$ cat src/rtl/fact_seq_pkg.sv
// fact_pkg: shared state encoding and default widths for the factorial engine
package fact_pkg;
  localparam int DEF_SIZE = 8;
  localparam int DEF_RES_SIZE = 32;
  typedef enum logic [1:0] {
    IDLE = 2'd0,
    CALC = 2'd1,
    DONE = 2'd2
  } state_t;
endpackage

$ cat src/rtl/fact_seq_cmp.sv
// cmp: unsigned greater-than comparator
module cmp #(
  parameter int SIZE_ = 8
) (
  input  logic [SIZE_-1:0] a_,
  input  logic [SIZE_-1:0] b_,
  output logic             gt_
);
  assign gt_ = a_ > b_;
endmodule

$ cat src/rtl/fact_seq.sv
// fact_seq: iterative n! engine with sticky overflow, loop exit decided by cmp
module fact_seq
  import fact_pkg::*;
#(
  parameter int SIZE_ = DEF_SIZE,
  parameter int RES_SIZE_ = DEF_RES_SIZE
) (
  input  logic                 clk_,
  input  logic                 rst_,
  input  logic                 start_,
  input  logic [SIZE_-1:0]     n_,
  output logic                 busy_,
  output logic                 done_,
  output logic [RES_SIZE_-1:0] result_,
  output logic                 ovf_
);
  state_t state, nxt;
  logic [SIZE_-1:0] n_r;
  logic [SIZE_:0] i_r;
  logic [RES_SIZE_-1:0] acc_r;
  logic ovf_r;
  logic gt;
  logic [RES_SIZE_+SIZE_:0] prod;
  // i_r is one bit wider than n so the counter reaches n+1 without wrapping
  cmp #(.SIZE_(SIZE_ + 1)) u_cmp (
    .a_ (i_r),
    .b_ ({1'b0, n_r}),
    .gt_(gt)
  );
  assign prod = {{(SIZE_ + 1){1'b0}}, acc_r} * {{RES_SIZE_{1'b0}}, i_r};
  // state register
  always_ff @(posedge clk_ or posedge rst_) begin
    if (rst_) state <= IDLE;
    else state <= nxt;
  end
  // next state: leave CALC once the counter passes n
  always_comb begin
    nxt = state == IDLE ? (start_ ? CALC : IDLE) :
          state == CALC ? (gt ? DONE : CALC) : IDLE;
  end
  // outputs decoded straight from the state flops
  always_comb begin
    busy_ = state != IDLE;
    done_ = state == DONE;
  end
  // datapath: load on accepted start, multiply per CALC cycle, publish on exit
  always_ff @(posedge clk_ or posedge rst_) begin
    if (rst_) begin
      n_r <= '0;
      i_r <= '0;
      acc_r <= '0;
      ovf_r <= 1'b0;
      result_ <= '0;
      ovf_ <= 1'b0;
    end else if (state == IDLE && start_) begin
      n_r <= n_;
      i_r <= (SIZE_ + 1)'(2);
      acc_r <= RES_SIZE_'(1);
      ovf_r <= 1'b0;
    end else if (state == CALC && gt) begin
      result_ <= acc_r;
      ovf_ <= ovf_r;
    end else if (state == CALC) begin
      acc_r <= prod[RES_SIZE_-1:0];
      ovf_r <= ovf_r | (|prod[RES_SIZE_+SIZE_:RES_SIZE_]);
      i_r <= i_r + 1'b1;
    end
  end
endmodule

$ cat config.mk
export PLATFORM = sky130hd
export DESIGN_NAME = fact_seq
export DESIGN_NICKNAME = d
export VERILOG_FILES = /design/src/rtl/fact_seq_pkg.sv /design/src/rtl/fact_seq_cmp.sv /design/src/rtl/fact_seq.sv
export SDC_FILE = /design/constraint.sdc
export NUM_CORES = 1
export LEC_CHECK = 0
export BUFFER_PORTS_ARGS = -buffer_cell sky130_fd_sc_hd__clkbuf_2
export CAP_MARGIN = 20
export CORE_MARGIN = 2
export CORE_UTILIZATION = 65
export DETAILED_ROUTE_END_ITERATION = 10
export HOLD_SLACK_MARGIN = 0.06
export PLACE_DENSITY = 0.83
export SLEW_MARGIN = 10
export SYNTH_ARGS = -nofsm -noshare
export SYNTH_HDL_FRONTEND = slang
export SYNTH_SLANG_ARGS = --single-unit
$ cat constraint.sdc
create_clock -name clk_ -period 6.7 [get_ports clk_]
set_input_delay 0.335 -clock clk_ [delete_from_list [all_inputs] [get_ports clk_]]
set_output_delay 0.335 -clock clk_ [all_outputs]
set_load 0.05 [all_outputs]
**Yosys cells after proc, flatten, opt, wreduce, memory -nomap -nowiden**

Index checks and enable logic that the tools add are counted.

- Bits in registers: 85
- Bits of input ports: 11
- Output and inout bits: 35
- Word-level logic and storage cells: 36

- Add/subtract/negate cells: 1
- $mul: 1
- $lt $le $gt $ge: 1
- Eq/ne operators: 3
- Mux-type cells: 13
- Bitwise gates (word level): 2
- Reduce and logical (&&, ||, !) cells: 8

Operators with widths:

| operator | number |
|---|---|
| 32-bit two-way mux | 3 |
| 32-bit by 9-bit multiplier with 41-bit output | 1 |
| 9-bit two-way mux | 3 |
| 9-bit by 1-bit adder with 9-bit output, second input constant | 1 |
| 9-bit by 8-bit > comparator with 1-bit output | 1 |
| 9-bit OR reduction | 1 |
| 2-bit two-way mux | 3 |
| 1-bit two-way mux | 4 |
| 2-bit AND reduction | 2 |
| 2-bit nonzero test | 2 |
| 2-bit by 1-bit equality test with 1-bit output, second input constant | 1 |
| 2-bit equality test, second input constant | 1 |
| 1-bit logical AND | 2 |
| 2-bit zero test | 1 |
| 2-bit != test, second input constant | 1 |
| 1-bit inverter | 1 |
| 1-bit bitwise OR | 1 |

**Logic depth before layout (Yosys ltp)**

Gate-level depths: netlist of the first run.

- Word-level depth: 6
- Mapped depth: 23
- Gate-level depth less buffers: 20

**By module**

Synthesis of the first run repeated with hierarchy kept, for this count alone.

- Cells, all modules: 1,485
- Area, all modules: 12,897.4 um^2

By module, submodules not included:

| module | times used | cells an instance | area each (um^2) | seq. area each (um^2) |
|---|---|---|---|---|
| fact_seq | 1 | 1,454 | 12,675.9 | 2,127.0 |
| cmp | 1 | 31 | 221.5 | 0.0 |

**Worst setup path before layout of the first run**

Ideal clock, no wire load.

- Path kind: reg2reg
- Start: reg i_r[0]
- End: reg ovf_r
- Library setup time: 0.124 ns
- Data arrival time: 5.499 ns
- Data required time: 6.576 ns
- Slack: 1.077 ns
- Stages on the path, launching flop included: 23
- Path buffers: 3
- Clock period less this slack: 5.623 ns
- Path through: dfrtp_1 clkbuf_1 clkbuf_1 nand2_1 fa_1 inv_1 fa_1 fa_1 inv_1 fa_1 inv_1 ha_1 buf_6 a21o_1 o21bai_1 a221o_1 or4_4 nor2_4 o21ai_0 a2bb2oi_1 o22ai_1 nand4_1 a211o_1

- Longest elaborated chain between the ends: 6
- Elaborated cells between the ends (all ways): 10
- Those cells by class: mul: 1; order compare: 1; eq/ne: 1; mux: 3; bitwise: 1; reduce/logical: 3

RTL lines:

| what | RTL line | RTL |
|---|---|---|
| start: declaration | fact_seq.sv:19 | `logic [SIZE_:0] i_r;` |
| start signal: assignment | fact_seq.sv:57 | `i_r <= (SIZE_ + 1)'(2);` |
| start signal: assignment | fact_seq.sv:66 | `i_r <= i_r + 1'b1;` |
| 32-bit by 9-bit multiplier with 41-bit output | fact_seq.sv:30 | `assign prod = {{(SIZE_ + 1){1'b0}}, acc_r} * {{RES_SIZE_{1'b0}}, i_r};` |
| 9-bit OR reduction | fact_seq.sv:65 | `ovf_r <= ovf_r \| (\|prod[RES_SIZE_+SIZE_:RES_SIZE_]);` |
| 1-bit bitwise OR | fact_seq.sv:65 |  |
| 1-bit two-way mux | fact_seq.sv:63 | `end else if (state == CALC) begin` |
| 1-bit two-way mux | fact_seq.sv:60 | `end else if (state == CALC && gt) begin` |
| 1-bit two-way mux | fact_seq.sv:55 | `end else if (state == IDLE && start_) begin` |
| end signal: assignment | fact_seq.sv:65 |  |
| end: declaration | fact_seq.sv:21 | `logic ovf_r;` |

Several ways; a longest one is shown, not always the timed one. The select of a mux whose other input is x is not followed.
A chain may end at the register's enable or synchronous reset.

**Final worst setup path of the first run**

- Start: reg i_r[8]
- End: reg ovf_r

Same word-level chain as after synthesis.

==> key figures, run 1 <==
Outcome
  • Outcome: completed

STA
  • Worst Max-Slew Pin Slew: 1.111 ns
  • RSZ-0062 raised after global routing: no
  • Final count of pins violating max slew: 0
  • Final TNS setup: 0 ns
  • Final hold vios: 0
  • Post-route clock skew: 0.01249 ns
  • FMAX: 164.7 MHz
  • Final worst path period need: roughly 6.1 ns
  • Period Utilization, post-route: 0.9060
  • Count of endpoints failing setup in the final report: 0
  • Worst slew margin: 0.2592

Logic synthesis
  • Combined area of all synthesized cells: 12620 sq um
  • Share of Yosys cell area claimed by the top area cell type: 0.3346
  • Count of synthesis-stage warnings from yosys: 0
  • Synthesized net count: 1707
  • Cell types with the largest area share after synthesis: sky130_fd_sc_hd__fa_1 33%, sky130_fd_sc_hd__dfrtp_1 17%, sky130_fd_sc_hd__and2_1 8.6%
  • Post-synthesis cell type with the largest combined area: sky130_fd_sc_hd__fa_1
  • Number of cells produced by synthesis: ~1400
  • Part of the Yosys area used for sequential elements: 0.1685
  • Number of storage elements in the synthesis netlist: 85
  • Commonest register cell after synthesis: sky130_fd_sc_hd__dfrtp_1
  • Proportion of synthesized flip-flops having asynchronous set or reset: 1.000
  • Unique cell type count in the Yosys netlist: 61
  • Number of enable flip-flop cells after synthesis: 0
  • Per-instance average area after synthesis: ~8.9 sq um

Placement
  • Count of input and output buffers: 45
  • Final weighted congestion in routability-driven placement: between 0.9 and 1
  • Final HPWL DP: 22490 um
  • Area after detailed placement: 12960 sq um

Worst setup path
  • Worst setup path startpoint: i_r[8]
  • Worst reg2reg path startpoint: i_r[8]
  • Data arrival time at the worst-slack endpoint: 6.33 ns
  • Ordered list of cells on the worst path: buf_4 > and2_1 > fa_1 > fa_1 > fa_1 > inv_1 > fa_1 > inv_1 > ha_1 > a21o_1 > a21o_1 > a21o_1 > a21o_1 > a21o_1 > o41a_1 > nor3b_1 > a211oi_1 > a211o_1
  • Most common cell type on the critical path: sky130_fd_sc_hd__a21o_1
  • Data required, critical path: 6.96 ns
  • Number of cell instances on the worst register-to-register path: 18
  • Slowest Stage Delay on Critical Path: 1.05 ns
  • Critical Path Sink Type: flip-flop
  • Flop-to-flop setup slack: 0.63 ns
  • Library cell contributing the largest single delay on the critical path: sky130_fd_sc_hd__dfrtp_1
  • Type of the worst setup path: reg2reg
  • Highest fanout seen on the critical path: 29
  • Sort of element at the start of the critical path: flip-flop

Routing
  • Vias per cell: 5.853
  • Average wire length per cell after detail routing: 18.10 um
  • Residual DRC count: 0
  • Via count of the routed design: a little under 10000
  • First-pass iteration count of the detailed router: 5
  • Total Wirelength: approximately 30000 um
  • DRC violation total after the first TritonRoute iteration: 742
  • Detail Route Antenna Nets: 0

Clocking
  • Number of gates given a new drive strength after cts: 0
  • Buffers inserted by post-CTS timing repair: 0
  • Total of hold buffers inserted after clock tree synthesis: 1
  • Clock buffer count from CTS: 9
  • Clock root buffer: sky130_fd_sc_hd__clkbuf_16
  • Clock Sinks: 85
  • H-Tree Level Count: 3
  • Clock tree from TritonCTS: yes
  • Maximum clock path buffer count: 2
  • Clock transition time at the flip-flop clock pins of the worst setup and hold paths: 0.08 ns
  • Clock latency on the worst-skew pair: 0.36 ns

Global route
  • Number of antenna violations at the first check in global routing: 0
  • Total global routing track utilization: 0.3212
  • Number of global-route vias before repair: 10420
  • Leftover overflow at the end of global routing: 0
  • Wire length of the first global-routing pass: 51430 um
  • Maximum number of pins on one net before global-route repair: 73

Floorplanning
  • Die ar.: just over 20000 sq um
  • Number of core rows: 50
  • Core region area: 18890 sq um
  • Top Ports: 46
  • Chip height: 143.4 um
  • Initial core utilization: 0.6682
  • Die W: 143.4 um

Final layout
  • Count of nets after finishing: 1689
  • Diodes inserted: 0
  • Area of all sequential standard cells: 2127 sq um
  • Growth of design area from synthesis to finish: 5.412%
  • Fillers: 1368
  • Final design instance area without fill: approximately 13000 sq um
  • Area occupied by multi-input gates: 9168 sq um
  • Share of post-route cells with drive strength above 1: 0.08417

Hold path
  • Worst Hold Launch: n_[0]
  • Type of the most critical hold path: in2reg
  • Number of cells traversed by the worst hold path: 3

Job
  • Maxcap violations: 0
logic make-up (layout without fill, tap and decap cells):
group	Yosys count	count (layout)	synth area share
compound gates	179	179	0.08761
xor+xnor	35	35	0.02428
fa+ha+maj	281	281	0.4040
buf+inv	354	341	0.1063
flops	85	85	0.1685
mux	33	33	0.02943
simple gates	448	448	0.1799
worst paths after layout:
kind,end
max,ovf_r
min,n_r[0]
max reg2reg,ovf_r
min reg2reg,result_[17]
max in group asynchronous,result_[17]
min in group asynchronous,i_r[4]
sequential cells by signal (all words and copies together), names as in the netlist:
signal / cells
acc_r: 32
n_r: 8
i_r: 9
state: 2
result_: 32
ovf_r: 1
ovf_: 1
layout make-up:
| type | instances | area share |
|---|---|---|
| clock buffer | 10 | 0.01796 |
| clock inverter | 6 | 0.007334 |
| inverter | 261 | 0.07371 |
| multi-input combinational | 976 | 0.6889 |
| sequential | 85 | 0.1598 |
| tap | 260 | 0.02445 |
| timing repair buffer | 64 | 0.02783 |
layout by cell type (no fill, tap or decap), types with 8 or more instances in the layout:
cell type / count
sky130_fd_sc_hd__inv_1: 260
sky130_fd_sc_hd__fa_1: 211
sky130_fd_sc_hd__and2_1: 173
sky130_fd_sc_hd__nand2_1: 169
sky130_fd_sc_hd__dfrtp_1: 85
sky130_fd_sc_hd__ha_1: 70
sky130_fd_sc_hd__o21ai_0: 56
sky130_fd_sc_hd__clkbuf_2: 45
sky130_fd_sc_hd__a21oi_1: 41
sky130_fd_sc_hd__nand3_1: 36
sky130_fd_sc_hd__nor2_1: 33
sky130_fd_sc_hd__a21o_1: 28
sky130_fd_sc_hd__mux2_2: 28
sky130_fd_sc_hd__xor2_1: 18
sky130_fd_sc_hd__buf_4: 18
sky130_fd_sc_hd__xnor2_1: 17
sky130_fd_sc_hd__nand4_1: 10
sky130_fd_sc_hd__clkbuf_16: 9
sky130_fd_sc_hd__o21ai_1: 8
worst max-delay path: cells and delay by family, from the launching register on:
kind | cells | cell delay (ns)
DFF | 1 | 1.05
adders and majority gates | 5 | 2.42
buffers and inverters | 3 | 0.43
and+or+nand+nor | 2 | 0.34
AOI/OAI and AO/OA | 8 | 1.73
synthesized netlist by cell type (10+ instances only):
master and number:
sky130_fd_sc_hd__inv_1 261, sky130_fd_sc_hd__fa_1 211, sky130_fd_sc_hd__and2_1 173, sky130_fd_sc_hd__nand2_1 169, sky130_fd_sc_hd__clkbuf_1 85, sky130_fd_sc_hd__dfrtp_1 85, sky130_fd_sc_hd__ha_1 70, sky130_fd_sc_hd__o21ai_0 56
sky130_fd_sc_hd__a21oi_1 41, sky130_fd_sc_hd__nand3_1 36, sky130_fd_sc_hd__nor2_1 33, sky130_fd_sc_hd__a21o_1 28, sky130_fd_sc_hd__mux2_2 28, sky130_fd_sc_hd__xor2_1 18, sky130_fd_sc_hd__xnor2_1 17, sky130_fd_sc_hd__nand4_1 10
layer usage:
metal,vias to the layer above,share of wire,global-route usage
li1,4300,-,-
met1,4865,0.41,0.4377
met2,494,0.49,0.5266
met3,69,0.084,0.05831
met4,0,0.025,0.1042
met5,-,0,0
per-stage QoR:
stage | util | hold slack [ns] | setup slack (ns) | instances
3_3_place_gp | 0.6860 | 0.2675 | 0.8225 | 1645
4_1_cts | 0.7044 | 0.1671 | 0.7142 | 1662
5_1_grt | 0.7044 | 0.1753 | 0.3893 | 1662
3_5_place_dp | 0.6860 | 0.2667 | 0.7564 | 1645
2_1_floorplan | - | 0.4404 | 1.077 | 1415
6_report | 0.7044 | 0.1727 | 0.6298 | 1662
Power of run 1 is left out: the tool's default activity adds up to more than one toggle a clock period on the data nets, which glitch-free logic cannot reach.
==> inputs of run 2 (changes only) <==
==> constraint.sdc (replaced) <==
create_clock -name clk_ -period 5.9 [get_ports clk_]
set_input_delay 0.295 -clock clk_ [delete_from_list [all_inputs] [get_ports clk_]]
set_output_delay 0.295 -clock clk_ [all_outputs]
set_load 0.05 [all_outputs]
==> run 2 against run 1 <==
Final cell count grew 1.2%. Register-to-register slack lost 0.46 ns. Via count about the same. Routed wire length rose by 0.29%. First-iteration DRC count decreased by 2.8%. Maximum frequency is 5.9% higher.
==> key figures, run 2 (synthesis gave the netlist of run 1 again) <==
Worst setup path
  • Critical Path Sink Type: flip-flop
  • Highest fanout seen on the critical path: 36
  • Kind of cell adding the most delay to the critical path: adder cells
  • Library cell contributing the largest single delay on the critical path: sky130_fd_sc_hd__fa_1
  • Data arrival time at the worst-slack endpoint: 6.00 ns
  • Ordered list of cells on the worst path: buf_12 > and2_1 > fa_1 > fa_1 > fa_1 > inv_1 > fa_1 > inv_1 > ha_1 > a21oi_1 > o211ai_1 > buf_4 > buf_4 > a211oi_1 > o21ai_0 > buf_4 > a31oi_1 > o21ai_0 > nand2_1 > xor2_1 > o21ai_0 > a211o_1
  • Most common cell type on the critical path: sky130_fd_sc_hd__fa_1
  • Sort of element at the start of the critical path: flip-flop
  • Count of buffer and inverter cells on the critical path: 6
  • Type of the worst setup path: reg2reg
  • Data required, critical path: 6.17 ns
  • Slowest Stage Delay on Critical Path: roughly 0.52 ns

Routing
  • Met1 routed wirelength after detailed routing: between 10000 and 15000 um
  • Max layer used: met4
  • First-pass iteration count of the detailed router: 5
  • Vias per cell: between 5 and 6
  • Average wire length per cell after detail routing: around 18 um
  • Total Wirelength: ~30000 um
  • Residual DRC count: 0
  • Via count of the routed design: roughly 10000
  • Detail Route Antenna Nets: 0
  • Met2 wire len: approximately 14000 um
  • Amount of wire on met3 after detailed routing: 2745 um
  • DRC violation total after the first TritonRoute iteration: about 700

Outcome
  • Outcome: completed

Final layout
  • Count of nets after finishing: 1709
  • Registers with the highest flip-flop counts: acc_r (32), result_ (32), i_r (9)
  • Fillers: around 1400
  • Growth of design area from synthesis to finish: 7.235%
  • Share of post-route cells with drive strength above 1: 0.09986
  • Leading cell type in the layout, fill and taps excluded: sky130_fd_sc_hd__inv_1
  • Diodes inserted: 0
  • Most frequent cells in the layout: 260 x sky130_fd_sc_hd__inv_1, 211 x sky130_fd_sc_hd__fa_1, 173 x sky130_fd_sc_hd__and2_1, 169 x sky130_fd_sc_hd__nand2_1, 82 x sky130_fd_sc_hd__dfrtp_1

STA
  • Worst slew margin: 0.3092
  • RSZ-0062 raised after global routing: no
  • Final count of pins violating max slew: 0
  • Worst-case hold slack: around 0.13 ns
  • Final TNS setup: 0 ns
  • Final hold vios: 0
  • Period Utilization, post-route: 0.9712
  • FMAX: 174.5 MHz
  • Post-route clock skew: between 0.015 and 0.02 ns
  • Worst Max-Slew Pin Slew: slightly above 1 ns
  • Final worst path period need: 5.730 ns
  • Count of endpoints failing setup in the final report: 0

Global route
  • Maximum number of pins on one net before global-route repair: 70
  • Number of global-route vias before repair: approximately 10000
  • Leftover overflow at the end of global routing: 0
  • Number of antenna violations at the first check in global routing: 0
  • Wire length of the first global-routing pass: 51140 um
  • Total global routing track utilization: 0.3192

Clocking
  • H-Tree Level Count: 3
  • Clock Sinks: 85
  • Clock root buffer: sky130_fd_sc_hd__clkbuf_16
  • Clock transition time at the flip-flop clock pins of the worst setup and hold paths: about 0.090 ns
  • Clock buffer count from CTS: 9
  • Maximum clock path buffer count: 2
  • Clock tree from TritonCTS: yes
  • Clock latency on the worst-skew pair: 0.37 ns

Floorplanning
  • Chip height: ~140 um
  • Number of core rows: 50
  • Initial core utilization: 0.6682
  • Die W: between 100 and 150 um
  • Top Ports: 46
  • Die ar.: 20550 sq um
  • Core region area: 18890 sq um

Hold path
  • Type of the most critical hold path: in2reg

Placement
  • Count of input and output buffers: 45
  • Final weighted congestion in routability-driven placement: 0.9141
  • Final HPWL DP: 22100 um

Job
  • Maxcap violations: 0
run 2: cell count changes in the layout (fill, tap and decap cells not counted), moves of 2 or more:
cell and change:
sky130_fd_sc_hd__dfrtp_2 +3, sky130_fd_sc_hd__bufinv_16 -2, sky130_fd_sc_hd__dfrtp_1 -3, sky130_fd_sc_hd__inv_8 +2
sky130_fd_sc_hd__buf_12 +8, sky130_fd_sc_hd__buf_4 +12, sky130_fd_sc_hd__clkinv_8 +2
run 2: worst paths after layout:
check                            start        end  slack, ns  cells after the start
worst min register to register  n_r[0]     n_r[0]       0.50                      2
min in group asynchronous         rst_     n_r[1]       0.51                      3
worst max-delay path            i_r[3]      ovf_r       0.17                     22
worst min-delay path             n_[7]     n_r[7]       0.13                      3
worst max register to register  i_r[3]      ovf_r       0.17                     22
max in group asynchronous         rst_  acc_r[12]       4.18                      4
run 2: area by class of cell:
cell class | count | area [sq um] | share of cell area
multi-input cells | 976 | 9171 | 0.6774
flip-flops and latches | 85 | 2131 | 0.1574
well taps | 260 | 325.3 | 0.02403
clock buffers | 9 | 225.2 | 0.01664
repair buffers | 84 | 620.6 | 0.04584
inverters | 261 | 980.9 | 0.07246
clock inverters | 7 | 83.83 | 0.006192
run 2: timing repair:
action / 4_1_cts / 5_1_grt
hold endpoints to repair: 30 / 0
resized for setup: 0 / 4
endpoints found under the setup margin: 0 / 1
setup buffers: 0 / 2
hold buffers: 1 / 0
run 2: per-stage QoR:
step	area [sq um]	instances	util	worst slack [ns]
after floorplan	12620	1415	-	0.2773
after global placement	13180	1662	0.6974	0.3681
after detailed placement	13180	1662	0.6974	0.2963
after CTS	13500	1679	0.7143	0.2405
after global routing	13540	1682	0.7166	0.007367
final	13540	1682	0.7166	0.1701
run 2: worst reg2reg max path, cell delays in order (launching register included):
cell and delay (ns):
sky130_fd_sc_hd__dfrtp_1 0.41, sky130_fd_sc_hd__buf_12 0.18, sky130_fd_sc_hd__and2_1 0.22, sky130_fd_sc_hd__fa_1 0.51
sky130_fd_sc_hd__fa_1 0.52, sky130_fd_sc_hd__fa_1 0.49, sky130_fd_sc_hd__inv_1 0.05, sky130_fd_sc_hd__fa_1 0.48
sky130_fd_sc_hd__inv_1 0.05, sky130_fd_sc_hd__ha_1 0.28, sky130_fd_sc_hd__a21oi_1 0.30, sky130_fd_sc_hd__o211ai_1 0.17
sky130_fd_sc_hd__buf_4 0.19, sky130_fd_sc_hd__buf_4 0.14, sky130_fd_sc_hd__a211oi_1 0.25, sky130_fd_sc_hd__o21ai_0 0.22
sky130_fd_sc_hd__buf_4 0.19, sky130_fd_sc_hd__a31oi_1 0.25, sky130_fd_sc_hd__o21ai_0 0.14, sky130_fd_sc_hd__nand2_1 0.11
sky130_fd_sc_hd__xor2_1 0.13, sky130_fd_sc_hd__o21ai_0 0.10, sky130_fd_sc_hd__a211o_1 0.26
run 2: routing by layer:
layer  track usage  vias to the layer above
met4        0.1130                        0
met1        0.4250                     4808
li1              -                     4350
met3       0.06798                       82
met5             0                        -
met2        0.5223                      493
Power of run 2 is left out for the same reason.
==> inputs of run 3 (changes only) <==
--- a/config.mk
+++ b/config.mk
@@ -11,7 +11,7 @@
 export CORE_UTILIZATION = 65
 export DETAILED_ROUTE_END_ITERATION = 10
 export HOLD_SLACK_MARGIN = 0.06
-export PLACE_DENSITY = 0.83
+export PLACE_DENSITY = 0.82
 export SLEW_MARGIN = 10
 export SYNTH_ARGS = -nofsm -noshare
 export SYNTH_HDL_FRONTEND = slang
==> run 3 against run 2 <==
First-iteration DRC count rose by 1.7%. Sequential share of layout area barely moved. Largest cell class unchanged. Non-clock buffer count decreased by 4. Clock skew is 0.0087 ns lower. Core utilization fell by 0.23 points. Global-route usage increased by 0.88 points. Via count grew 0.77%. Highest routed layer is now met5.
==> key figures, run 3 (synthesis gave the netlist of run 1 again) <==
STA
  • Worst slew margin: 0.3003
  • Final count of pins violating max slew: 0
  • RSZ-0062 raised after global routing: yes
  • Worst-case hold slack: 0.1253 ns
  • Worst Max-Slew Pin Slew: 1.049 ns
  • Final worst path period need: 5.651 ns
  • FMAX: ~180 MHz
  • Final hold vios: 0
  • Count of endpoints failing setup in the final report: 0
  • Post-route clock skew: 0.01083 ns
  • Period Utilization, post-route: 0.9578

Final layout
  • Registers with the highest flip-flop counts: acc_r (32), result_ (32), i_r (9)
  • Count of nets after finishing: 1705
  • Diodes inserted: 0
  • Most frequent cells in the layout: 260 x sky130_fd_sc_hd__inv_1, 211 x sky130_fd_sc_hd__fa_1, 173 x sky130_fd_sc_hd__and2_1, 169 x sky130_fd_sc_hd__nand2_1, 83 x sky130_fd_sc_hd__dfrtp_1
  • Leading cell type in the layout, fill and taps excluded: sky130_fd_sc_hd__inv_1
  • Final standard cell utilization of the core: 0.7142
  • Growth of design area from synthesis to finish: 6.888%
  • Share of post-route cells with drive strength above 1: 0.09732
  • Final design instance area without fill: 13490 sq um
  • Fillers: ~1400

Routing
  • Via count of the routed design: just under 10000
  • Vias per cell: 5.845
  • Residual DRC count: 0
  • Detail Route Antenna Nets: 0
  • Total Wirelength: roughly 31000 um
  • DRC violation total after the first TritonRoute iteration: 733
  • Average wire length per cell after detail routing: 18.57 um
  • First-pass iteration count of the detailed router: 5

Worst setup path
  • Ordered list of cells on the worst path: buf_4 > buf_4 > nand2_1 > fa_1 > inv_1 > fa_1 > fa_1 > inv_1 > fa_1 > inv_1 > ha_1 > nand2_1 > o21ai_1 > or2_1 > or4_1 > o21ai_1 > o21ai_0 > a2bb2oi_1 > o22ai_1 > nand4_1 > a211o_1
  • Critical Path Sink Type: flip-flop
  • Highest fanout seen on the critical path: 15
  • Count of buffer and inverter cells on the critical path: 5
  • Data required, critical path: 6.15 ns
  • Slowest Stage Delay on Critical Path: 0.56 ns
  • Type of the worst setup path: reg2reg
  • Data arrival time at the worst-slack endpoint: 5.90 ns
  • Library cell contributing the largest single delay on the critical path: sky130_fd_sc_hd__fa_1
  • Flop-to-flop setup slack: 0.25 ns
  • Kind of cell adding the most delay to the critical path: adder cells
  • Sort of element at the start of the critical path: flip-flop
  • Most common cell type on the critical path: sky130_fd_sc_hd__fa_1

Floorplanning
  • Number of core rows: 50
  • Die W: 143.4 um
  • Initial core utilization: 0.6682
  • Top Ports: 46
  • Core region area: approximately 19000 sq um
  • Chip height: 143.4 um
  • Die ar.: 20550 sq um

Global route
  • Total global routing track utilization: 0.3280
  • Number of antenna violations at the first check in global routing: 1
  • Maximum number of pins on one net before global-route repair: 73
  • Wire length of the first global-routing pass: roughly 52000 um
  • Leftover overflow at the end of global routing: 0
  • Number of global-route vias before repair: 10660

Placement
  • Count of input and output buffers: 45
  • Area after detailed placement: 13160 sq um
  • Final HPWL DP: 22530 um
  • Final weighted congestion in routability-driven placement: 0.9023

Clocking
  • Clock transition time at the flip-flop clock pins of the worst setup and hold paths: 0.08 ns
  • Clock Sinks: 85
  • Clock buffer count from CTS: 9
  • Clock tree from TritonCTS: yes
  • Clock root buffer: sky130_fd_sc_hd__clkbuf_16
  • H-Tree Level Count: 3
  • Maximum clock path buffer count: 2
  • Clock latency on the worst-skew pair: around 0.37 ns

Job
  • Maxcap violations: 0

Outcome
  • Outcome: completed

Hold path
  • Type of the most critical hold path: in2reg
[run 3: cell count changes in the layout (fill, tap and decap cells not counted), sizes merged]
cell,delta
inv,-1
buf,-4
clkinv,+1
[run 3: stage by stage]
stage                     std cells   TNS [ns]  setup WS [ns]
after floorplan                1415          0         0.2773
after global placement         1660          0         0.3120
after detailed placement       1660          0         0.2401
after CTS                      1677          0         0.1051
after global routing           1678  -0.002853      -0.002853
final                          1678          0         0.2492
[run 3: final cells by class]
class                      count  area, sq um  area share
inverter                     261        980.9     0.07269
clock inverter                 7        67.56    0.005007
multi-input combinational    976         9175      0.6799
sequential                    85         2130      0.1578
timing repair buffer          80        590.6     0.04376
tap                          260        325.3     0.02411
clock buffer                   9        225.2     0.01669
[run 3: timing repair]
item | 4_1_cts | 5_1_grt
hold buffers | 1 | 0
hold endpoints to repair | 13 | 0
buffers inserted | 0 | 0
gates resized for setup | 0 | 4
endpoints found under the setup margin | 0 | 2
[run 3: path summary, 6_finish.rpt]
path	to	cells after the start	startpoint
worst max-delay path	ovf_r	21	i_r[0]
worst min-delay path	n_r[0]	3	n_[0]
worst max register to register	ovf_r	21	i_r[0]
worst min register to register	result_[0]	1	result_[0]
max in group asynchronous	acc_r[15]	4	rst_
min in group asynchronous	n_r[4]	3	rst_
[run 3: routing by layer]
| metal | GRT usage | up-vias | wire (um) |
|---|---|---|---|
| met3 | 0.06298 | 101 | 2862 |
| met5 | 0 | - | 13 |
| met2 | 0.5436 | 486 | 15010 |
| met4 | 0.1409 | 2 | 1055 |
| met1 | 0.4243 | 4897 | 12220 |
| li1 | - | 4322 | - |
[run 3: worst reg2reg max path: stages (launching register included)]
cell	delay [ns]
sky130_fd_sc_hd__dfrtp_2	0.50
sky130_fd_sc_hd__buf_4	0.28
sky130_fd_sc_hd__buf_4	0.18
sky130_fd_sc_hd__nand2_1	0.08
sky130_fd_sc_hd__fa_1	0.56
sky130_fd_sc_hd__inv_1	0.06
sky130_fd_sc_hd__fa_1	0.50
sky130_fd_sc_hd__fa_1	0.56
sky130_fd_sc_hd__inv_1	0.06
sky130_fd_sc_hd__fa_1	0.52
sky130_fd_sc_hd__inv_1	0.06
sky130_fd_sc_hd__ha_1	0.34
sky130_fd_sc_hd__nand2_1	0.09
sky130_fd_sc_hd__o21ai_1	0.08
sky130_fd_sc_hd__or2_1	0.25
sky130_fd_sc_hd__or4_1	0.47
sky130_fd_sc_hd__o21ai_1	0.17
sky130_fd_sc_hd__o21ai_0	0.12
sky130_fd_sc_hd__a2bb2oi_1	0.14
sky130_fd_sc_hd__o22ai_1	0.13
sky130_fd_sc_hd__nand4_1	0.10
sky130_fd_sc_hd__a211o_1	0.30
Power of run 3 is left out for the same reason.
